## config.mk

```make
export PLATFORM = sky130hd
export DESIGN_NAME = rom_stream_reader_flat
export DESIGN_NICKNAME = d
export VERILOG_FILES = /design/src/rtl/rom_stream_reader_pkg.sv /design/src/rtl/rom_stream_reader_if.sv /design/src/rtl/rom_stream_reader_fifo2_skid.sv /design/src/rtl/rom_stream_reader.sv /design/src/flat_wrapper.sv
export SDC_FILE = /design/constraint.sdc
export NUM_CORES = 1
export LEC_CHECK = 0
export ABC_AREA = 1
export BUFFER_PORTS_ARGS = -buffer_cell sky130_fd_sc_hd__buf_2
export CAP_MARGIN = 20
export CORE_MARGIN = 4
export CORE_UTILIZATION = 38
export DETAILED_ROUTE_END_ITERATION = 16
export PLACE_DENSITY_LB_ADDON = 0.3
export SETUP_SLACK_MARGIN = 0.4
export SLEW_MARGIN = 20
export SYNTH_ARGS = -nofsm -noshare
export SYNTH_HDL_FRONTEND = slang
export SYNTH_SLANG_ARGS = --single-unit
```

## constraint.sdc

```tcl
create_clock -name in_clk -period 1.74 [get_ports in_clk]
set_input_delay 0 -clock in_clk [delete_from_list [all_inputs] [get_ports in_clk]]
set_output_delay 0 -clock in_clk [all_outputs]
set_load 0.03 [all_outputs]
```

## src/rtl/rom_stream_reader_pkg.sv

```systemverilog
// Shared types and defaults for the ROM burst reader.
package rom_stream_reader_pkg;

    localparam int unsigned ROM_ADDR_WIDTH_DEF = 8;
    localparam int unsigned ROM_DATA_WIDTH_DEF = 8;
    localparam int unsigned BUF_DEPTH          = 2;
    localparam int unsigned CNT_WIDTH          = 2;

    typedef enum logic [1:0] {
        ST_IDLE  = 2'd0,
        ST_FETCH = 2'd1,
        ST_DRAIN = 2'd2,
        ST_DONE  = 2'd3
    } state_e;

endpackage

```

## src/rtl/rom_stream_reader_if.sv

```systemverilog
// Valid/ready word stream from the reader to the serializer.
interface rom_stream_reader_if #(
    parameter int unsigned DW = 8
) ();
    logic [DW-1:0] out_data;
    logic          out_valid;
    logic          in_ready;

    modport master (output out_data, output out_valid, input in_ready);
    modport slave  (input out_data, input out_valid, output in_ready);
endinterface

```

## src/rtl/rom_stream_reader_fifo2_skid.sv

```systemverilog
// Two-entry buffer; head register feeds the stream directly.
module fifo2_skid #(
    parameter int unsigned DW = 8
) (
    input  logic          in_clk,
    input  logic          in_rst_n,
    input  logic          in_push,
    input  logic [DW-1:0] in_data,
    input  logic          in_pop,
    output logic [DW-1:0] out_data,
    output logic          out_valid,
    output logic [1:0]    out_count
);

    logic [DW-1:0] tail_q;
    logic [1:0]    count_d;

    always_comb begin
        count_d = out_count;
        if (in_push && !in_pop)      count_d = out_count + 2'd1;
        else if (!in_push && in_pop) count_d = out_count - 2'd1;
    end

    always_ff @(posedge in_clk or negedge in_rst_n) begin
        if (!in_rst_n) begin
            out_data  <= '0;
            tail_q    <= '0;
            out_count <= '0;
            out_valid <= 1'b0;
        end else begin
            out_count <= count_d;
            out_valid <= (count_d != 2'd0);
            if (in_push && in_pop) begin
                if (out_count == 2'd2) begin
                    out_data <= tail_q;
                    tail_q   <= in_data;
                end else begin
                    out_data <= in_data;
                end
            end else if (in_pop) begin
                if (out_count == 2'd2) out_data <= tail_q;
            end else if (in_push) begin
                if (out_count == 2'd0) out_data <= in_data;
                else                   tail_q   <= in_data;
            end
        end
    end

endmodule

```

## src/rtl/rom_stream_reader.sv

```systemverilog
// Burst read engine: issues ROM addresses base..base+len-1 and streams the words
// out through a 2-entry buffer that hides the ROM's registered read latency.
module rom_stream_reader
    import rom_stream_reader_pkg::*;
#(
    parameter int unsigned ROM_ADDR_WIDTH = ROM_ADDR_WIDTH_DEF,
    parameter int unsigned ROM_DATA_WIDTH = ROM_DATA_WIDTH_DEF,
    parameter int unsigned LEN_WIDTH      = ROM_ADDR_WIDTH + 1
) (
    input  logic                      in_clk,
    input  logic                      in_rst_n,
    input  logic                      in_start,
    input  logic [ROM_ADDR_WIDTH-1:0] in_base_addr,
    input  logic [LEN_WIDTH-1:0]      in_len,
    output logic [ROM_ADDR_WIDTH-1:0] out_rom_addr,
    input  logic [ROM_DATA_WIDTH-1:0] in_rom_data,
    rom_stream_reader_if.master       strm,
    output logic                      out_busy,
    output logic                      out_done
);

    state_e                    state_q, state_d;
    logic [ROM_ADDR_WIDTH-1:0] addr_d;
    logic [LEN_WIDTH-1:0]      remain_q, remain_d;
    logic                      arm_q, arm_d;
    logic                      rd_inflight_q;
    logic                      busy_d, done_d;

    logic [ROM_DATA_WIDTH-1:0] buf_data;
    logic                      buf_valid;
    logic [CNT_WIDTH-1:0]      buf_count;
    logic                      pop, push, room, issue;

    assign pop  = buf_valid & strm.in_ready;
    assign push = rd_inflight_q;
    // Buffered words plus the read in flight, net of this cycle's pop, must stay below depth.
    assign room = ((3'(buf_count) + 3'(rd_inflight_q)) < (3'(BUF_DEPTH) + 3'(pop)));
    // arm_q holds off the first issue one cycle after the address is loaded.
    assign issue = (state_q == ST_FETCH) & arm_q & room;

    assign strm.out_data  = buf_data;
    assign strm.out_valid = buf_valid;

    fifo2_skid #(.DW(ROM_DATA_WIDTH)) u_fifo (
        .in_clk    (in_clk),
        .in_rst_n  (in_rst_n),
        .in_push   (push),
        .in_data   (in_rom_data),
        .in_pop    (pop),
        .out_data  (buf_data),
        .out_valid (buf_valid),
        .out_count (buf_count)
    );

    always_comb begin
        state_d  = state_q;
        addr_d   = out_rom_addr;
        remain_d = remain_q;
        arm_d    = 1'b0;
        unique case (state_q)
            ST_IDLE: begin
                if (in_start) begin
                    if (in_len != '0) begin
                        state_d  = ST_FETCH;
                        addr_d   = in_base_addr;
                        remain_d = in_len;
                    end else begin
                        state_d  = ST_DONE;
                    end
                end
            end
            ST_FETCH: begin
                arm_d = 1'b1;
                if (issue) begin
                    remain_d = remain_q - LEN_WIDTH'(1);
                    // The last address stays on the bus so it holds when idle.
                    if (remain_q == LEN_WIDTH'(1)) state_d = ST_DRAIN;
                    else                          addr_d  = out_rom_addr + ROM_ADDR_WIDTH'(1);
                end
            end
            ST_DRAIN: begin
                if (pop && (buf_count == 2'd1) && !rd_inflight_q) state_d = ST_DONE;
            end
            ST_DONE: state_d = ST_IDLE;
            default: state_d = ST_IDLE;
        endcase
        busy_d = (state_d == ST_FETCH) || (state_d == ST_DRAIN);
        done_d = (state_d == ST_DONE);
    end

    always_ff @(posedge in_clk or negedge in_rst_n) begin
        if (!in_rst_n) begin
            state_q       <= ST_IDLE;
            out_rom_addr  <= '0;
            remain_q      <= '0;
            arm_q         <= 1'b0;
            rd_inflight_q <= 1'b0;
            out_busy      <= 1'b0;
            out_done      <= 1'b0;
        end else begin
            state_q       <= state_d;
            out_rom_addr  <= addr_d;
            remain_q      <= remain_d;
            arm_q         <= arm_d;
            rd_inflight_q <= issue;
            out_busy      <= busy_d;
            out_done      <= done_d;
        end
    end

endmodule

```

## src/flat_wrapper.sv

```systemverilog
// flat-port wrapper written by rule: the top's interface ports become plain ports
module rom_stream_reader_flat import rom_stream_reader_pkg::*;
#(
    parameter int unsigned ROM_ADDR_WIDTH = ROM_ADDR_WIDTH_DEF,
    parameter int unsigned ROM_DATA_WIDTH = ROM_DATA_WIDTH_DEF,
    parameter int unsigned LEN_WIDTH      = ROM_ADDR_WIDTH + 1
)
  (in_clk, in_rst_n, in_start, in_base_addr, in_len, out_rom_addr, in_rom_data, out_busy, out_done, strm_out_data, strm_out_valid, strm_in_ready);
  rom_stream_reader_if #(.DW(8)) strm_i ();
  input  logic in_clk;
  input  logic in_rst_n;
  input  logic in_start;
  input  logic [ROM_ADDR_WIDTH-1:0] in_base_addr;
  input  logic [LEN_WIDTH-1:0] in_len;
  output logic [ROM_ADDR_WIDTH-1:0] out_rom_addr;
  input  logic [ROM_DATA_WIDTH-1:0] in_rom_data;
  output logic out_busy;
  output logic out_done;
  output wire logic [$bits(strm_i.out_data)-1:0] strm_out_data;
  output wire logic [$bits(strm_i.out_valid)-1:0] strm_out_valid;
  input wire logic [$bits(strm_i.in_ready)-1:0] strm_in_ready;
  assign strm_out_data = strm_i.out_data;
  assign strm_out_valid = strm_i.out_valid;
  assign strm_i.in_ready = strm_in_ready;
  rom_stream_reader #(.ROM_ADDR_WIDTH(ROM_ADDR_WIDTH), .ROM_DATA_WIDTH(ROM_DATA_WIDTH), .LEN_WIDTH(LEN_WIDTH)) u_core (.in_clk(in_clk), .in_rst_n(in_rst_n), .in_start(in_start), .in_base_addr(in_base_addr), .in_len(in_len), .out_rom_addr(out_rom_addr), .in_rom_data(in_rom_data), .strm(strm_i), .out_busy(out_busy), .out_done(out_done));
endmodule
```

==> results.py <==
metrics = {
    "sta": {
        "setup_ws_ns": 0.0626,
        "max_freq_ghz": 0.596,
        "setup_viol": 0,
        "drv_slew": 0,
        "final.min_clock_period_ns": 1.68,
        "holdWs_ns": 0.0165,
        "finalHoldViolations": 0,
        "skew_ns": 0.00715,
        "worst_slew_pin_slew_ns": 0.610,
        "rsz0062_at_grt": "yes",
        "slew_headroom": 0.593,
        "finalCritPeriodShare": 0.964,
    },
    "place": {
        "place.port_buffers": 47,
        "post-place-ws_ns": -0.175,
        "dp_hpwl_mm": 4.11,
        "gp_congestion": 0.793,
    },
    "synth": {
        "netlist-cell-type-count": 28,
        "syn_nets": 371,
        "yosysWarnings": 0,
        "synth_area_um2": 2470,
        "syn_inst": 333,
        "async_flop_share": 1.00,
        "synth_edf_count": 0,
        "syn_area_per_cell_um2": 7.42,
        "seq_area_frac_synth": 0.425,
        "yosys_most_used_dff": "dfrtp_1",
        "synth_seq_cells": 42,
    },
    "clock_network": {
        "clkLatencyLatePin_ns": 0.30,
        "clk_path_buf_depth": 2,
        "cts_made_buffers": 5,
        "cts_sinks": 42,
        "cts_tree": "built",
        "h-tree-depth": 2,
        "clockRootBuffer": "clkbuf_8",
        "clk_pin_slew_ns": 0.09,
    },
    "grt": {
        "grt_overflow_total": 0,
        "grt_pass1_wl_mm": 10.6,
        "grt_pass1_vias": 2338,
        "antenna_found_initial": 0,
        "grt_usage": 0.170,
        "grt_max_degree": 26,
    },
    "worst_setup_path": {
        "r2r_setup_slack_ns": 0.06,
        "critPathArrivalTime_ns": 1.87,
        "crit_path_frequent_cell": "ha_4",
        "worstPathMaxFanout": 3,
        "crit_chain": "ha_4 > ha_4 > nand2_4 > buf_6 > nand3_4 > inv_4 > nand2_4 > o221ai_4 > ha_4",
        "r2r_start": "u_core.push",
        "reg2reg_depth": 9,
        "reg2reg_to": "u_core.out_busy",
        "crit_required_ns": 1.94,
        "endpoint_kind": "flop",
        "max_stage_delay_ns": 0.44,
        "critical_path.startpoint_type": "flop",
        "crit_type": "reg -> reg",
        "critPathSlowestCell": "dfrtp_2",
    },
    "power_and_ir_drop": {
        "leakage_nw": 1.84,
        "powerDensity_nw_per_um2": 2110,
        "ir_drop_mv": 0.927,
        "p_total_mw": 7.63,
    },
    "detailed_routing": {
        "vias": 2394,
        "first_iter_violations": 90,
        "antenna_left": 0,
        "first_pass_iters": 4,
        "viasPerCell": 4.87,
        "drc": 0,
        "avgRoutedWirePerCell_um": 13.2,
        "drt-total-wl_mm": 6.47,
    },
    "floorplanning": {
        "die_area_um2": 7860,
        "start_util": 0.389,
        "die_width_um": 88.7,
        "io_pins": 48,
        "rows": 29,
        "core_area_um2": 6350,
        "die_h_um": 88.7,
    },
    "hold_path": {
        "hold_end": "u_core.remain_q[5]",
        "worstHoldStart": "in_len[5]",
        "hold_path_depth": 5,
        "hold_path_class": "in -> reg",
    },
    "outcome": {
        "status": "completed",
    },
    "flow_run": {
        "drv_cap": 0,
    },
    "layout": {
        "areaGrowthSynthToFinish_pct": 46.3,
        "final_nets": 452,
        "antenna_cells": 0,
        "fill_cells": 555,
        "final_layout_size_suffix_gt1_frac": 0.371,
    },
}
[worst max-delay path: cells and delay by family (launching register included)]
kind	cells	cell delay, ns
buf+inv	2	0.15
compound gates	1	0.12
flops	1	0.44
fa+ha+maj	3	0.68
simple gates	3	0.18
[registers in the layout, summed over array words and instances, names as in the netlist]
register / count
u_core.arm_q: 1
u_core.out_busy: 1
u_core.out_done: 1
u_core.out_rom_addr: 8
u_core.push: 1
u_core.remain_q: 9
u_core.state_q: 2
u_core.u_fifo.out_count: 2
u_core.u_fifo.out_data: 8
u_core.u_fifo.out_valid: 1
u_core.u_fifo.tail_q: 8
[cell usage after synthesis (3+ instances only)]
cell      count  share of area
o21ai_0      11          0.022
inv_2         4         0.0061
nand4_1       4          0.010
nand2_1      98           0.15
ha_1          9          0.046
nor2_1       20          0.030
dfrtp_1      42           0.43
o211ai_1      9          0.027
buf_4         3         0.0091
o21ai_1      22          0.045
inv_1        48          0.073
buf_2         3         0.0061
nand3_1      37          0.075
[worst max path at each step]
stage	startpoint	end	cells past startpoint
after floorplan	u_core.push	u_core.out_busy	9
after global placement	u_core.u_fifo.out_count[0]	u_core.remain_q[5]	9
after detailed placement	u_core.u_fifo.out_count[0]	u_core.remain_q[8]	8
after CTS	u_core.u_fifo.out_count[0]	u_core.out_busy	10
after global routing	u_core.u_fifo.out_count[0]	u_core.remain_q[1]	8
final	u_core.push	u_core.out_busy	9
[per-layer routing]
layer,part of all wire,global-route usage,vias up
li1,-,-,1240
met1,0.46,0.230,1094
met2,0.48,0.281,49
met3,0.038,0.0289,11
met4,0.017,0.0495,0
met5,0,0,-
[power breakdown]
part | total [mW] | internal (mW) | switching, mW
clock network | 0.951 | 0.575 | 0.375
registers | 1.89 | 1.47 | 0.423
logic | 4.79 | 2.03 | 2.77
[area by class of cell]
class	instances	area, um^2	share of cell area
clock buffer	5	68.8	0.0190
clock inverter	3	68.8	0.0190
inverter	52	198	0.0547
multi-input combinational	232	1500	0.414
sequential	42	1060	0.292
tap	77	96.3	0.0266
timing repair buffer	81	632	0.175
[cells in the final DEF, fill, tap and decap left out, types with 8 or more instances in the layout]
master         instances
nand3_1               25
inv_1                 43
dlygate4sd3_1          9
nand2_1               77
o21ai_1               18
nand2_2               15
o211ai_1               9
dfrtp_1               38
buf_2                 47
o21ai_0               11
buf_4                 13
nor2_1                16
inv_2                  8
nand3_2               10
nand2_4                8
[cells by family after synthesis]
family | synth area share
DFF | 0.425
buffers and inverters | 0.103
xor gates and xnor gates | 0.00354
and+or+nand+nor | 0.299
AOI/OAI and AO/OA | 0.124
adders and majority gates | 0.0455
[timing repair]
action / CTS / global route
setup buffers: 10 / 3
endpoints found under the setup margin: 38 / 38
endpoints found under the hold margin: 32 / 0
hold buffers: 9 / 0
pin swaps: 6 / 11
resized for setup: 31 / 29
gates cloned: 2 / 1
[stage by stage]
| stage | util | instances | cell area [um^2] | TNS, ns |
|---|---|---|---|---|
| after floorplan | - | 333 | 2600 | 0 |
| after global placement | 0.463 | 459 | 2940 | -0.319 |
| after detailed placement | 0.463 | 459 | 2940 | -0.638 |
| after CTS | 0.546 | 488 | 3470 | 0 |
| after global routing | 0.570 | 492 | 3620 | -0.0125 |
| final | 0.570 | 492 | 3620 | 0 |
Power figures use the tool's default switching activity.
